<file path="config.mk">
export PLATFORM = sky130hd
export DESIGN_NAME = fft_output_demix
export DESIGN_NICKNAME = d
export VERILOG_FILES = /design/src/rtl/fft_output_demix.sv
export SDC_FILE = /design/constraint.sdc
export NUM_CORES = 1
export LEC_CHECK = 0
export ABC_AREA = 1
export CELL_PAD_IN_SITES_DETAIL_PLACEMENT = 1
export CELL_PAD_IN_SITES_GLOBAL_PLACEMENT = 1
export CORE_UTILIZATION = 39
export CTS_BUF_LIST = sky130_fd_sc_hd__clkbuf_4
export DETAILED_ROUTE_END_ITERATION = 8
export PLACE_DENSITY_LB_ADDON = 0.1
export SYNTH_ARGS = -nofsm -noshare
export SYNTH_HDL_FRONTEND = slang
export SYNTH_SLANG_ARGS = --single-unit
</file>
<file path="constraint.sdc">
create_clock -name iCLK -period 1.7 [get_ports iCLK]
set_input_delay 0.34 -clock iCLK [delete_from_list [all_inputs] [get_ports iCLK]]
set_output_delay 0.34 -clock iCLK [all_outputs]
set_load 0.01 [all_outputs]
</file>
<file path="src/rtl/fft_output_demix.sv">
// fft_output_demix
// Write-back side of the radix-4 datapath. Each incoming word carries four
// complex butterfly results in rotated lane order. The rotation is undone on
// push, so that bank k again holds lane (k - iSEL) mod 4. Words pass through a
// 2-entry FIFO with valid/ready on both sides. Each entry carries its in-stage
// index, and the block flags and pulses the end of each FFT stage.
module fft_output_demix #(
    parameter int BIT     = 17,
    parameter int N_WORDS = 256,
    parameter int CNT_W   = 8
) (
    input  logic             iCLK,
    input  logic             iRESET,
    input  logic             iCLR,
    input  logic             iVALID,
    output logic             oREADY,
    input  logic [1:0]       iSEL,
    input  logic [BIT-1:0]   iX0_RE,
    input  logic [BIT-1:0]   iX0_IM,
    input  logic [BIT-1:0]   iX1_RE,
    input  logic [BIT-1:0]   iX1_IM,
    input  logic [BIT-1:0]   iX2_RE,
    input  logic [BIT-1:0]   iX2_IM,
    input  logic [BIT-1:0]   iX3_RE,
    input  logic [BIT-1:0]   iX3_IM,
    output logic             oVALID,
    input  logic             iREADY,
    output logic [BIT-1:0]   oY0_RE,
    output logic [BIT-1:0]   oY0_IM,
    output logic [BIT-1:0]   oY1_RE,
    output logic [BIT-1:0]   oY1_IM,
    output logic [BIT-1:0]   oY2_RE,
    output logic [BIT-1:0]   oY2_IM,
    output logic [BIT-1:0]   oY3_RE,
    output logic [BIT-1:0]   oY3_IM,
    output logic [CNT_W-1:0] oADDR,
    output logic             oLAST,
    output logic             oDONE
);

    localparam logic [CNT_W-1:0] LAST_IDX = CNT_W'(N_WORDS - 1);

    logic [BIT-1:0]   xRe [4];
    logic [BIT-1:0]   xIm [4];
    logic [BIT-1:0]   rotRe [4];
    logic [BIT-1:0]   rotIm [4];

    logic [BIT-1:0]   memRe   [2][4];
    logic [BIT-1:0]   memIm   [2][4];
    logic [CNT_W-1:0] memAddr [2];

    logic             wrPtr;
    logic             rdPtr;
    logic [1:0]       count;
    logic [CNT_W-1:0] wcnt;
    logic             doneReg;

    logic             push;
    logic             pop;

    assign xRe[0] = iX0_RE;
    assign xRe[1] = iX1_RE;
    assign xRe[2] = iX2_RE;
    assign xRe[3] = iX3_RE;
    assign xIm[0] = iX0_IM;
    assign xIm[1] = iX1_IM;
    assign xIm[2] = iX2_IM;
    assign xIm[3] = iX3_IM;

    // Inverse of the read-side left rotation: bank k takes lane (k - iSEL) mod 4.
    // The 2-bit subtraction wraps naturally, giving the mod-4 index.
    for (genvar k = 0; k < 4; k++) begin : gRot
        localparam logic [1:0] K = 2'(k);
        assign rotRe[k] = xRe[K - iSEL];
        assign rotIm[k] = xIm[K - iSEL];
    end

    // oREADY comes only from the registered count, so a full FIFO cannot
    // accept a word in the same cycle that it pops one.
    assign oREADY = (count != 2'd2);
    assign oVALID = (count != 2'd0);
    assign push   = iVALID && oREADY;
    assign pop    = oVALID && iREADY;

    // Pointers, occupancy, write index and stage-done pulse.
    always_ff @(posedge iCLK or negedge iRESET) begin
        if (!iRESET) begin
            wrPtr   <= 1'b0;
            rdPtr   <= 1'b0;
            count   <= 2'd0;
            wcnt    <= '0;
            doneReg <= 1'b0;
        end else if (iCLR) begin
            wrPtr   <= 1'b0;
            rdPtr   <= 1'b0;
            count   <= 2'd0;
            wcnt    <= '0;
            doneReg <= 1'b0;
        end else begin
            if (push) begin
                wrPtr <= ~wrPtr;
                wcnt  <= (wcnt == LAST_IDX) ? '0 : wcnt + 1'b1;
            end
            if (pop) begin
                rdPtr <= ~rdPtr;
            end
            case ({push, pop})
                2'b10:   count <= count + 2'd1;
                2'b01:   count <= count - 2'd1;
                default: count <= count;
            endcase
            doneReg <= pop && oLAST;
        end
    end

    // Entry storage; the de-rotated word and its index are captured on push.
    always_ff @(posedge iCLK or negedge iRESET) begin
        if (!iRESET) begin
            for (int e = 0; e < 2; e++) begin
                for (int b = 0; b < 4; b++) begin
                    memRe[e][b] <= '0;
                    memIm[e][b] <= '0;
                end
                memAddr[e] <= '0;
            end
        end else if (!iCLR && push) begin
            for (int b = 0; b < 4; b++) begin
                memRe[wrPtr][b] <= rotRe[b];
                memIm[wrPtr][b] <= rotIm[b];
            end
            memAddr[wrPtr] <= wcnt;
        end
    end

    assign oY0_RE = memRe[rdPtr][0];
    assign oY0_IM = memIm[rdPtr][0];
    assign oY1_RE = memRe[rdPtr][1];
    assign oY1_IM = memIm[rdPtr][1];
    assign oY2_RE = memRe[rdPtr][2];
    assign oY2_IM = memIm[rdPtr][2];
    assign oY3_RE = memRe[rdPtr][3];
    assign oY3_IM = memIm[rdPtr][3];
    assign oADDR  = memAddr[rdPtr];
    assign oLAST  = oVALID && (oADDR == LAST_IDX);
    assign oDONE  = doneReg;

endmodule

</file>
# Word-level counts from Yosys, hierarchy flattened
# Index checks and enable logic that the tools add are counted.
# Widths: inputs -> output; s select.
[op_classes]
n_eq_ne = 5
bitwise = 8
n_mux = 62
add_sub_neg = 7
n_reduce_logical = 11
magnitude_cmp = 7
[op_table]
columns = ["cell", "count"]
rows = [
  ["$bwmux 136", 8],
  ["$mux 68", 7],
  ["$mux 17", 17],
  ["$bmux 17 s2", 8],
  ["$demux 68 s1", 4],
  ["$mux 8", 7],
  ["$mux 51", 1],
  ["$mux 34", 1],
  ["$bwmux 16", 1],
  ["$eq 8x8->1 const B", 2],
  ["$ge 3x3->1 const B", 4],
  ["$not 2->3", 4],
  ["$add 8x1->8 const B", 1],
  ["$demux 8 s1", 1],
  ["$logic_and 1x1->1", 6],
  ["$reduce_bool 2->1", 3],
  ["$mux 1", 5],
  ["$ge 2x2->1 const B", 2],
  ["$not 1->2", 2],
  ["$pmux 2 s2", 1],
  ["$sub 1x2->2 const A", 2],
  ["$sub 2x2->2 const A", 2],
  ["$reduce_bool 3->1", 1],
  ["$add 2x1->2 const B", 1],
  ["other kinds (8)", 9],
]
[word_totals]
elab_cells = 123
register_bits = 301
inputBits = 143
out_inout_bits = 148

# Depth between registers and ports, before layout
# Gate-level depths: netlist of run 1.
[depth]
word_depth = 9
mapped_depth = 9
ltp_nobuf = 8

# Worst setup path after synthesis of run 1
# Ideal clock, no wire load.
[synth_path]
path_kind = "flip-flop to output port"
start = "register rdPtr"
end = "output port oY0_IM[10]"
stages_incl_launch_ff = 6
t_required_ps = 1360
arrival_ps = 1262
n_path_buf = 3
slack_ps = 98
cell_sequence = "dfrtp_1 clkbuf_1 clkbuf_1 buf_2 nand2_1 nand2_1"
[synth_via]
elab_chain_len = 4
[synth_lines]
columns = ["item", "line", "rtl"]
rows = [
  ["start: declaration", "53", "logic rdPtr;"],
  ["start signal: assignment", "105", "rdPtr <= ~rdPtr;"],
  ["$not 1->2 (implied by the code)", "136", "assign oY0_IM = memIm[rdPtr][0];"],
  ["$mux 68 (3 in a row)", "--", ""],
  ["end: declaration", "29", "output logic [BIT-1:0] oY0_IM,"],
]
# No other way between the ends. The select of a mux whose other input is x is not followed.

# Worst setup path after layout of run 1
[layout_path]
start = "register rdPtr"
end = "output port oLAST"
[layout_via]
elab_chain_len = 6
[layout_lines]
columns = ["item", "line", "rtl"]
rows = [
  ["$not 1->2 (implied by the code)", "143", "assign oADDR = memAddr[rdPtr];"],
  ["$mux 8 (implied by the code) (3 in a row)", "143", ""],
  ["$eq 8x8->1", "144", "assign oLAST = oVALID && (oADDR == LAST_IDX);"],
  ["$logic_and 1x1->1", "144", ""],
  ["end: declaration", "37", "output logic oLAST,"],
]
# No other way between the ends. The select of a mux whose other input is x is not followed.

==> results.md, run 1 <==
* Yosys reg bits at 301
* CTS Buffer Depth at 3
* Sequential share of the synthesized area at 45.12%
* Worst path depth at 10
* Post-DP HPWL at 45,070 um
* Commonest non-fill, non-tap cells in the layout: 1,259 x nand2_1, 300 x dfrtp_1, 166 x o21ai_0, 158 x inv_1, 139 x clkdlybuf4s50_1
* Count of cell types in the netlist at 28
* IO Count at 291
* Most used cell, CP: nand2_2
* Worst-path cell chain: inv_12 > buf_12 > buf_8 > nand2_2 > nand2_4 > nand2_2 > nor2_2 > nand3_2 > inv_2 > buf_6
* Antenna-violating nets left at 0
* Largest net degree at the start of global routing at slightly above 80
* PwrDens at 1153 mW/mm^2
* Core box area at about 0.042 mm^2
* RSZ-0062 raised after global routing: true
* Worst Setup Start Kind: flip-flop
* Clk_lat worst skew at 0.82 ns
* Status: finished with violations
* Cell row count at 75
* Share of cells above drive strength 1 at 25.95%
* Vias in the first global route at around 20,000
* Clock transition at the registers of the reported paths at around 0.07 ns
* Grt ovf at 0
* Violated checks: setup timing
* 1st-pass router iterations at 8
* Crit Path Class: flip-flop to primary output
* Commonest non-fill, non-tap cell in the layout: nand2_1
* Crit-path slowest cell: dfrtp_4
* Final WL at 73,760 um
* Worst r2r path cells at 11
* Req. time, crit path at 1.36 ns
* GP Congestion at 0.8705
* Via Count at 18,350
* Die X at 208.9 um
* Final setup viols at 148
* Setup TNS at -116.63 ns
* Clock skew at 0.03557 ns
* Final Max Tran Viols at 0
* H-tree depth at 3
* Worst relative slew slack at 68.03%
* Post-Syn Nets at between 2,000 and 3,000
* CP peak stage delay at 0.54 ns
* Final hold violations at 0
* Starting Density at roughly two fifths
* Cell Area, Synth at ~0.017 mm^2
* Post-synth ARST share at 100.0%
* WP data arrival at between 2 and 2.5 ns
* Die Y-Extent at 208.9 um
* Area delta synth->final at 49.18%
* Routed vias/inst at 5.206
* Residual DRC at 0
* Tmin final at 2.646 ns
* Ys Warns at 0
* Cells after synthesis at between 2,000 and 2,500
* Die area at 0.04364 mm^2
* P_leak at 13.74 nW
* Post-synth EDFFs at 0
* Worst Slack Setup Final at -0.9460 ns
* Tot Pwr at 28.71 mW
* CP Capture Type: primary output
* Highest Clock Rate at 377.9 MHz
* First-pass GRT wire length at 108,400 um
* Max cap viols at 0
* Multi-input gate area at 0.008861 mm^2
* Hold Crit Class: input pin to flip-flop
* Root buffer cell: clkbuf_4
* Port Buf Inserts at 290
* Worst-Margin Slew at 0.4745 ns
* CTS sink count at about 300
* Detailed-route wire length per cell at 20.93 um
* Layout Utilization at roughly three fifths
* Worst Path Max Fanout at 5
* Final period utilization at 155.6%
* Initial antenna violation count at 2
* Worst Path Buf+Inv at 5
* Syn avg cell area at 6.831 um^2
* Fin nets at 3,064
* Hold Path Stages at 5
* Initial DRC count at 959
* Filler instances at 5,215
* CTS Buf Count at between 80 and 90
* Most used DFF post-synth: dfrtp_1
* FF/Latch Area at about 0.0075 mm^2
* Top cell family by delay on the critical path: flip-flops
* WHS at 0.1802 ns
* CTS tree: yes
* GRT Overall Usage at between 30% and 40%
* Max VDD drop at 582.9 uV
==> power breakdown <==
group	switching, mW	internal (mW)
clock	3.43	3.71
sequential	1.70	9.12
combinational	5.78	4.97
==> stage by stage <==
| step | instances | cell area, um^2 | worst slack [ns] |
|---|---|---|---|
| floorplan | 2444 | 16690 | 0.09810 |
| global placement | 3281 | 21170 | -0.4726 |
| detailed placement | 3281 | 21170 | -0.4791 |
| CTS | 3500 | 23710 | -0.9017 |
| global route | 3524 | 24900 | -1.039 |
| finish | 3525 | 24910 | -0.9460 |
==> final timing paths <==
kind                                 from   endpoint  slack, ns
worst max-delay path                rdPtr      oLAST      -0.95
worst min-delay path              iSEL[1]  memIm[14]       0.18
worst max register to register      rdPtr      oDONE      -0.07
worst min register to register  memRe[50]  memRe[50]       0.48
max in group asynchronous          iRESET  memIm[87]       0.37
min in group asynchronous          iRESET    wcnt[3]       0.55
==> synth_stat cells, drive strengths merged (2+ instances only) <==
master / count / area, um^2
inv: 166 / 623.1
nor2: 15 / 66.32
nand2: 1495 / 5614
buf: 88 / 631.9
xnor2: 2 / 36.29
a21oi: 2 / 10.01
nand3: 9 / 50.05
nand4: 4 / 25.02
mux2i: 68 / 680.7
dfrtp: 301 / 7532
clkbuf: 57 / 226.5
clkinv: 2 / 7.510
o21ai: 231 / 1156
==> layout make-up <==
type	instances	area share, %
multi-input combinational	1830	35.58
sequential	301	30.26
timing repair buffer	531	24.38
clock buffer	120	3.617
tap	539	2.708
inverter	168	2.612
clock inverter	33	0.8139
antenna	3	0.03014
==> what timing repair did <==
| action | 4_1_cts | 5_1_grt |
|---|---|---|
| setup endpoints to repair | 164 | 447 |
| pin swaps | 44 | 62 |
| hold buffers | 2 | 1 |
| setup buffers | 54 | 20 |
| endpoints found under the hold margin | 295 | 1 |
| cloned | 17 | 7 |
| resized for setup | 936 | 210 |
==> logic make-up after synthesis <==
kind of cell / Yosys count / share of synthesized area, %
adder cells (fa/ha/maj): 1 / 0.07493
XOR/XNOR: 3 / 0.2698
buffers and inverters: 313 / 8.919
AO/OA/AOI/OAI: 235 / 7.067
multiplexers: 68 / 4.077
AND/OR/NAND/NOR: 1523 / 34.48
flip-flops: 301 / 45.12
==> worst register-to-register path, delay by kind of cell (launching register included) <==
family | cells | cell delay, ns
DFF | 1 | 0.54
buffers and inverters | 5 | 0.63
and+or+nand+nor | 6 | 0.52
==> state kept, by name, summed over array words and instances, names as in the netlist <==
register and flops:
wcnt 8, oDONE 1, memIm 136, wrPtr 1
memAddr 16, rdPtr 1, memRe 136, count 2
==> routing by layer <==
layer	vias to the layer above	track usage, %	wire length, um
li1	8440	-	-
met1	9089	38.21	29000
met2	619	56.07	37150
met3	203	5.696	3972
met4	0	15.90	3648
met5	-	0	0
No activity file was read; power rests on OpenSTA's default activity.
==> inputs of run 2 (changes only) <==
--- a/config.mk
+++ b/config.mk
@@ -11,7 +11,7 @@
 export CORE_UTILIZATION = 39
 export CTS_BUF_LIST = sky130_fd_sc_hd__clkbuf_4
 export DETAILED_ROUTE_END_ITERATION = 8
-export PLACE_DENSITY_LB_ADDON = 0.1
+export PLACE_DENSITY = 0.84
 export SYNTH_ARGS = -nofsm -noshare
 export SYNTH_HDL_FRONTEND = slang
 export SYNTH_SLANG_ARGS = --single-unit
==> run 2 against run 1 <==
Compared with the run above:
- the flow still finishes with violations (setup timing)
- first-iteration DRC count increased by 76%
- flip-flop and latch count unchanged
- power increased by 5.6%
- clock skew increased by 0.027 ns
- hold slack got worse by 0.13 ns
- setup slack got worse by 0.063 ns
==> results.md, run 2 (same netlist as run 1, synthesis figures left out) <==
* Routed vias/inst at 5.718 (was 5.206)
* Flop2flop setup slack at -0.69 ns (was -0.07 ns)
* Final period utilization at 159.4% (was 155.6%)
* CTS tree: yes (unchanged)
* Worst relative slew slack at 46.88% (was 68.03%)
* CP Capture Type: primary output (unchanged)
* Worst Path Max Fanout at 8 (was 5)
* GP Congestion at 0.9054 (was 0.8705)
* WP data arrival at 2.37 ns (was 2.31 ns)
* Via Count at 20,390 (was 18,350)
* Worst-Margin Slew at 0.7885 ns (was 0.4745 ns)
* RR Startpoint: count[1] (was rdPtr)
* Final hold violations at 0 (unchanged)
* Hold Crit Class: input pin to asynchronous set/reset pin (was input pin to flip-flop)
* Grt ovf at 0 (unchanged)
* Cell row count at 75 (unchanged)
* Setup slack at placement at -0.4533 ns (was -0.4791 ns)
* Antenna-violating nets left at 0 (unchanged)
* Final WL at 96,130 um (was 73,760 um)
* 1st-pass router iterations at 6 (was 8)
* Die X at 208.9 um (unchanged)
* Highest Clock Rate at 369.1 MHz (was 377.9 MHz)
* Area delta synth->final at 55.20% (was 49.18%)
* Status: finished with violations (unchanged)
* Vias in the first global route at 20,800 (was 19,460)
* Crit path launch: rdPtr (unchanged)
* PwrDens at 1170 mW/mm^2 (was 1153 mW/mm^2)
* Crit Path Class: flip-flop to primary output (unchanged)
* Worst Slack Setup Final at -1.009 ns (was -0.9460 ns)
* First-pass GRT wire length at 119,700 um (was 108,400 um)
* IO Count at 291 (unchanged)
* Root buffer cell: clkbuf_4 (unchanged)
* Max cap viols at 0 (unchanged)
* Violated checks: setup timing (unchanged)
* Worst Setup EP: oLAST (unchanged)
* CTS sink count at 301 (unchanged)
* Port Buf Inserts at 290 (unchanged)
* P_leak at 14.01 nW (was 13.74 nW)
* Final setup viols at 444 (was 148)
* Req. time, crit path at 1.36 ns (about the same)
* Worst Setup Start Kind: flip-flop (unchanged)
* Clock transition at the registers of the reported paths at 0.08 ns (was 0.07 ns)
* Core box area at 0.04204 mm^2 (unchanged)
* Final Max Tran Viols at 0 (unchanged)
* Design Area, Final at 0.02591 mm^2 (was 0.02491 mm^2)
* Initial antenna violation count at 6 (was 2)
* Largest net degree at the start of global routing at 91 (was 81)
* Clk_lat worst skew at 0.83 ns (was 0.82 ns)
* Max VDD drop at 670.2 uV (was 582.9 uV)
* Worst r2r path cells at 13 (was 11)
* Dpl cell area at 0.02094 mm^2 (was 0.02117 mm^2)
* Commonest non-fill, non-tap cell in the layout: nand2_1 (unchanged)
* Detailed-route wire length per cell at 26.96 um (was 20.93 um)
* CTS Buffer Depth at 3 (unchanged)
* Tmin final at 2.709 ns (was 2.646 ns)
* Biggest regs: memIm x136, memRe x136, memAddr x16 (unchanged)
* RR Endpoint: memRe[21] (was oDONE)
* Fin nets at 3,095 (was 3,064)
* Tot Pwr at 30.31 mW (was 28.71 mW)
* Starting Density at 39.71% (unchanged)
* Die area at 0.04364 mm^2 (unchanged)
* RSZ-0062 raised after global routing: true (unchanged)
* Post-DP HPWL at 44,550 um (was 45,070 um)
* Residual DRC at 0 (unchanged)
* Die Y-Extent at 208.9 um (unchanged)
* GRT Overall Usage at 35.78% (was 32.20%)
* Setup TNS at -246.21 ns (was -116.63 ns)
* CTS Buf Count at 88 (unchanged)
* Initial DRC count at 1,684 (was 959)
* Clock skew at 0.06288 ns (was 0.03557 ns)
* H-tree depth at 3 (unchanged)
* Commonest non-fill, non-tap cells in the layout: 1,233 x nand2_1, 300 x dfrtp_1, 163 x nand2_2, 162 x inv_1, 160 x o21ai_0 (was 1,259 x nand2_1, 300 x dfrtp_1, 166 x o21ai_0, 158 x inv_1, 139 x clkdlybuf4s50_1)
* Share of cells above drive strength 1 at 27.98% (was 25.95%)
run 2: changes by cell type in the layout (fill, tap and decap cells not counted), sizes merged:
cell | before | now
diode | 3 | 7
buf | 382 | 375
bufinv | 3 | 1
clkdlybuf4s15 | 0 | 12
clkbuf | 127 | 160
dlygate4sd3 | 2 | 1
dlygate4sd2 | 0 | 2
bufbuf | 1 | 6
clkinv | 27 | 22
run 2: metrics by stage:
step	hold slack (ns)	util, %	instances
6_report	0.04536	61.63	3566
3_3_place_gp	0.2646	49.80	3267
3_5_place_dp	0.2678	49.80	3267
2_1_floorplan	0.04441	-	2444
5_1_grt	0.03661	61.62	3564
4_1_cts	0.02704	57.03	3512
run 2: cell type report:
class	instances	area, um^2
multi-input cells	1830	8924
diodes	7	17.52
flip-flops and latches	301	7536
clock buffers	137	1028
fillers	5098	16130
inverters	168	685.7
clock inverters	22	110.1
well taps	539	674.4
repair buffers	558	6869
repair inverters	4	65.06
run 2: what timing repair did:
item	CTS	global route
gates cloned	39	28
setup buffers	52	28
hold buffers	1	0
gates resized for setup	850	358
hold endpoints to repair	286	0
setup endpoints to repair	192	440
pin swaps	48	78
run 2: where the power goes:
part           switching, mW  total, mW  internal [mW]
Clock                   3.78       7.59           3.80
Combinational           6.69       11.8           5.14
Sequential              1.78       10.9           9.11
run 2: layer usage:
metal / share of wire (%) / global-route usage (%) / wire (um) / vias to the layer above
met2: 47 / 61.97 / 44890 / 1328
li1: - / - / - / 8515
met5: 0.011 / 0 / 11 / -
met4: 9.1 / 23.25 / 8702 / 2
met1: 35 / 40.16 / 33830 / 9974
met3: 9.1 / 7.048 / 8700 / 573
run 2: worst min-delay path by stage:
stage / end / slack (ns) / cells after the start
global placement: memRe[63] / 0.26 / 1
finish: memRe[61] / 0.05 / 2
CTS: memRe[63] / 0.03 / 2
floorplan: count[0] / 0.04 / 0
detailed placement: memRe[63] / 0.27 / 1
global route: memRe[46] / 0.04 / 2
run 2: critical path, cell delays in order (launching register included):
cell	delay (ns)
dfrtp_4	0.59
inv_6	0.11
buf_6	0.12
nand2_2	0.06
nand2_2	0.09
nand2_2	0.08
nor2_4	0.13
nand3_2	0.13
inv_1	0.09
buf_2	0.13
